<file path="src/rtl/logic_unit_pipe.sv">
// rtl/logic_unit_pipe.sv - two-stage pipelined bitwise logic unit with valid/ready flow control
// Optional parity output enabled by defining LOGIC_UNIT_PARITY_EN.
module logic_unit_pipe #(
    parameter int WIDTH = 8,
    parameter int CNT_W = 16
) (
    input  logic             clk,
    input  logic             rst_n,
    input  logic             in_valid,
    output logic             in_ready,
    input  logic [2:0]       op,
    input  logic [WIDTH-1:0] a,
    input  logic [WIDTH-1:0] b,
    output logic             out_valid,
    input  logic             out_ready,
    output logic [WIDTH-1:0] y,
    output logic             zero,
`ifdef LOGIC_UNIT_PARITY_EN
    output logic             parity,
`endif
    output logic [CNT_W-1:0] done_cnt
);

    logic             v1;
    logic             v2;
    logic [WIDTH-1:0] r1;
    logic [WIDTH-1:0] f;
    logic             in_xfer;
    logic             out_xfer;
    logic             adv;

    always_comb begin
        case (op)
            3'b000:  f = ~a;
            3'b001:  f = a & b;
            3'b010:  f = a | b;
            3'b011:  f = a ^ b;
            3'b100:  f = ~(a & b);
            3'b101:  f = ~(a | b);
            3'b110:  f = ~(a ^ b);
            default: f = a;
        endcase
    end

    // Ready depends only on occupancy and out_ready, never on in_valid.
    assign in_ready  = ~v1 | ~v2 | out_ready;
    assign out_valid = v2;
    assign in_xfer   = in_valid & in_ready;
    assign out_xfer  = v2 & out_ready;
    assign adv       = v1 & (~v2 | out_ready);

    always_ff @(posedge clk or negedge rst_n) begin
        if (!rst_n) begin
            v1       <= 1'b0;
            r1       <= '0;
            v2       <= 1'b0;
            y        <= '0;
            zero     <= 1'b0;
`ifdef LOGIC_UNIT_PARITY_EN
            parity   <= 1'b0;
`endif
            done_cnt <= '0;
        end else begin
            if (in_xfer) begin
                v1 <= 1'b1;
                r1 <= f;
            end else if (adv) begin
                v1 <= 1'b0;
            end

            // Stage 2 only reloads on advance, so its payload holds while stalled.
            if (adv) begin
                v2     <= 1'b1;
                y      <= r1;
                zero   <= (r1 == '0);
`ifdef LOGIC_UNIT_PARITY_EN
                parity <= ^r1;
`endif
            end else if (out_xfer) begin
                v2 <= 1'b0;
            end

            if (out_xfer) begin
                done_cnt <= done_cnt + CNT_W'(1);
            end
        end
    end

endmodule

</file>
<file path="config.mk">
export PLATFORM = sky130hd
export DESIGN_NAME = logic_unit_pipe
export DESIGN_NICKNAME = d
export VERILOG_FILES = /design/src/rtl/logic_unit_pipe.sv
export SDC_FILE = /design/constraint.sdc
export NUM_CORES = 1
export LEC_CHECK = 0
export BUFFER_PORTS_ARGS = -buffer_cell sky130_fd_sc_hd__buf_4
export CORE_ASPECT_RATIO = 0.9
export CORE_UTILIZATION = 40
export CTS_BUF_LIST = sky130_fd_sc_hd__clkbuf_16
export DETAILED_ROUTE_END_ITERATION = 8
export GPL_TIMING_DRIVEN = 0
export PLACE_DENSITY = 0.67
export RECOVER_POWER = 25
export SKIP_CTS_REPAIR_TIMING = 1
export SLEW_MARGIN = 30
export SYNTH_ARGS = -nofsm -noshare
export SYNTH_HDL_FRONTEND = slang
export SYNTH_SLANG_ARGS = --single-unit
</file>
<file path="constraint.sdc">
create_clock -name clk -period 2.04 [get_ports clk]
set_input_delay 0.612 -clock clk [delete_from_list [all_inputs] [get_ports clk]]
set_output_delay 0.612 -clock clk [all_outputs]
set_load 0.02 [all_outputs]
</file>
==> results by group <==
Run status
  • Outcome: complete, no violations

Clock network
  • Clock Latency Late Sink: around 0.27 ns
  • CTS tree: built
  • Clock Sink Count: 35
  • Clock transition at the registers of the reported paths: 0.05 ns
  • Clock buffer depth: 2
  • H-tree levels: 2
  • Total CTS buffers: 5
  • Clk Tree Root Cell: clkbuf_16

Pwr
  • Worst VDD drop: 0.5971 mV
  • Total power: 2.411 mW
  • Leak: about 1.4 nW
  • Power per cell area: 861.1 nW/µm²

Detailed routing
  • Vias per cell: slightly above 5
  • DR WL/cell: 12.81 µm
  • Wirelength, routed: 4.290 mm
  • Via Count: 1,684
  • Starting DRT DRC Count: 57
  • First drt pass iteration count: 4
  • Antenna Nets Post-Route: 0
  • DRC viols: 0

Floorplanning
  • Initial Util: 41.87%
  • Die area: 5835 µm²
  • Die Ht: 72.57 µm
  • Die X-Extent: 80.41 µm
  • Num ports: 50
  • # rows: 25
  • Core box area: 5286 µm²

STA
  • Max Slew Vio Count: 0
  • Setup TNS: 0 ns
  • Relative slew slack: 42.72%
  • Fmax: 544.5 MHz
  • RSZ-0062 raised after global routing: no
  • Clock Skew: 0.003400 ns
  • # setup viols final: 0
  • Transition time of the tightest slew-check pin: roughly 0.86 ns
  • Post-route minimum period: between 1.5 and 2 ns
  • Fin crit share: 90.03%
  • Endpoints failing hold: 0
  • Worst hold slack: 0.4437 ns

Setup path
  • Buf/Inv on CP: 2
  • WP data required: roughly 2.2 ns
  • Worst EP arrival: 2.02 ns
  • Crit path kind: in2reg
  • Crit-path max FO: 3
  • CP Launch Type: input port
  • Crit. End Element: flip-flop
  • Slowest CP cell: mux4_2
  • CP top delay family: multiplexers
  • Max incr delay on CP: 0.46 ns
  • Worst-path cell chain: buf_4, inv_1, ha_1, mux2_2, mux4_2, o31ai_1

Finish
  • Proportion of layout cells with a drive suffix above 1: 31.72%
  • Synth-to-layout area growth: 26.51%
  • Antenna cells: 0
  • Commonest non-fill, non-tap cell in the layout: buf_4
  • Most frequent cells in the layout: buf_4, dfrtp_1, nand2_1
  • Final nets: between 300 and 400
  • Layout Cells excl Fill: 335

Flow run
  • Number of max-cap violations: 0

Yosys
  • Distinct cells, synth: 39
  • Synth warnings: 0
  • Seq/Total Area, Yosys: 39.57%
  • Syn Area/Cell: 10.49 µm²
  • Netlist Area Pre-Place: 2213 µm²
  • Synth Net Count: 251
  • Synth Instances: about 210
  • Yosys reg bits: 35

Placement
  • Post-DP HPWL: 3.406 mm
  • IO Port Bufs: 49
  • RePlAce Congestion: 0.7926
  • Placed insts: 327

GRT
  • Grt total ovfl: 0
  • Initial antenna violation count: 0
  • Global-route usage over all layers: 16.46%
  • Largest net degree at the start of global routing: 36
  • Vias in the first global route: 1,612
  • First-pass GRT wire length: 7.376 mm

Min path
  • HP Class: in2async
## logic make-up (layout without fill, tap and decap cells)
kind of cell    Yosys count  count (layout)  share of synthesized area [%]
simple gates             66              66                          14.25
flops                    35              35                          39.57
xor+xnor                 15              15                          5.935
buf+inv                  24              81                          5.596
fa+ha+maj                17              17                          9.610
mux                      29              29                          15.71
compound gates           25              25                          9.328
## worst paths after layout
check,to,slack [ns],cells past startpoint,start
min,done_cnt[5]$_DFFE_PN0P_,0.44,1,rst_n
min reg2reg,zero$_DFFE_PN0P_,0.49,2,zero$_DFFE_PN0P_
max in group asynchronous,r1[7]$_DFFE_PN0P_,1.06,1,rst_n
max,r1[0]$_DFFE_PN0P_,0.20,6,a[0]
max reg2reg,done_cnt[15]$_DFFE_PN0P_,0.39,4,done_cnt[3]$_DFFE_PN0P_
min in group clk,zero$_DFFE_PN0P_,0.49,2,zero$_DFFE_PN0P_
## through the flow
stage | utilization [%] | cell area, µm² | worst slack [ns]
2_1_floorplan | - | 2213 | 0.1083
3_3_place_gp | 50.41 | 2665 | -0.06931
3_5_place_dp | 50.41 | 2665 | -0.08790
4_1_cts | 53.02 | 2803 | 0.2014
5_1_grt | 52.97 | 2800 | 0.09797
6_report | 52.97 | 2800 | 0.2034
## metal layers
metal / share of wire, % / global-route usage [%] / vias up / routed length, µm
met5: 0 / 0 / - / 0
met2: 43 / 25.42 / 43 / 1843
met1: 51 / 21.94 / 773 / 2174
met3: 4.8 / 3.875 / 5 / 204
li1: - / - / 863 / -
met4: 1.6 / 7.341 / 0 / 68
## synth_stat cells
cell type  count  area (µm²)
o21ai_2        1       8.760
o221a_2        3       33.78
inv_1         17       63.81
o21ai_0        2       10.01
nand2_1       20       75.07
and2_0         1       6.260
a211oi_1       1       7.510
a22o_1         1       8.760
mux2i_1       10       100.1
o221ai_1       1       8.760
a221oi_1       3       26.28
xor2_1         5       43.79
nor2_1        16       60.06
and3_1         1       6.260
buf_2          2       10.01
nor2b_1        3       18.77
nand4_1        5       31.28
buf_6          2       22.52
buf_12         1       20.02
nor3_1         3       15.01
ha_1          17       212.7
o31ai_1        6       45.04
nand3_1        6       30.03
a221o_1        1       10.01
clkbuf_1       2       7.510
nor3b_1        1       7.510
o311ai_0       1       8.760
nand2b_1       4       25.02
xnor2_1       10       87.58
nand3b_1       2       15.01
or2_2          1       6.260
o31ai_2        1       12.51
a2111oi_0      1       8.760
mux4_2         3       67.56
nor4_1         3       18.77
o21ai_1        2       10.01
mux2_2        16       180.2
o21a_1         1       7.510
dfrtp_1       35       875.8
## final cells by class
type                    instances  area [µm²]
plain buffers                   7       60.06
clock buffers                   5       125.1
clock inverters                 3       12.51
fillers                       497        2486
inverters                      17       63.81
multi-input cells             152        1214
flip-flops and latches         35       875.8
well taps                      67       83.83
repair buffers                 49       365.4
## worst reg2reg max path: stages (launching register included)
cell	delay (ns)
dfrtp_1	0.46
nand4_1	0.19
nor4_1	0.52
nand4_1	0.20
xnor2_1	0.16
## power breakdown
part / internal [mW] / leakage [nW] / switching [mW]
clock network: 0.440 / 0.0762 / 0.251
registers: 0.838 / 0.445 / 0.133
logic: 0.369 / 0.867 / 0.379
## sequential cells by signal, indices dropped and copies added (netlist names)
name	flops
zero	1
done_cnt	16
r1	8
v1	1
out_valid	1
y	8
Note: power is estimated with default switching activity, not from simulation.
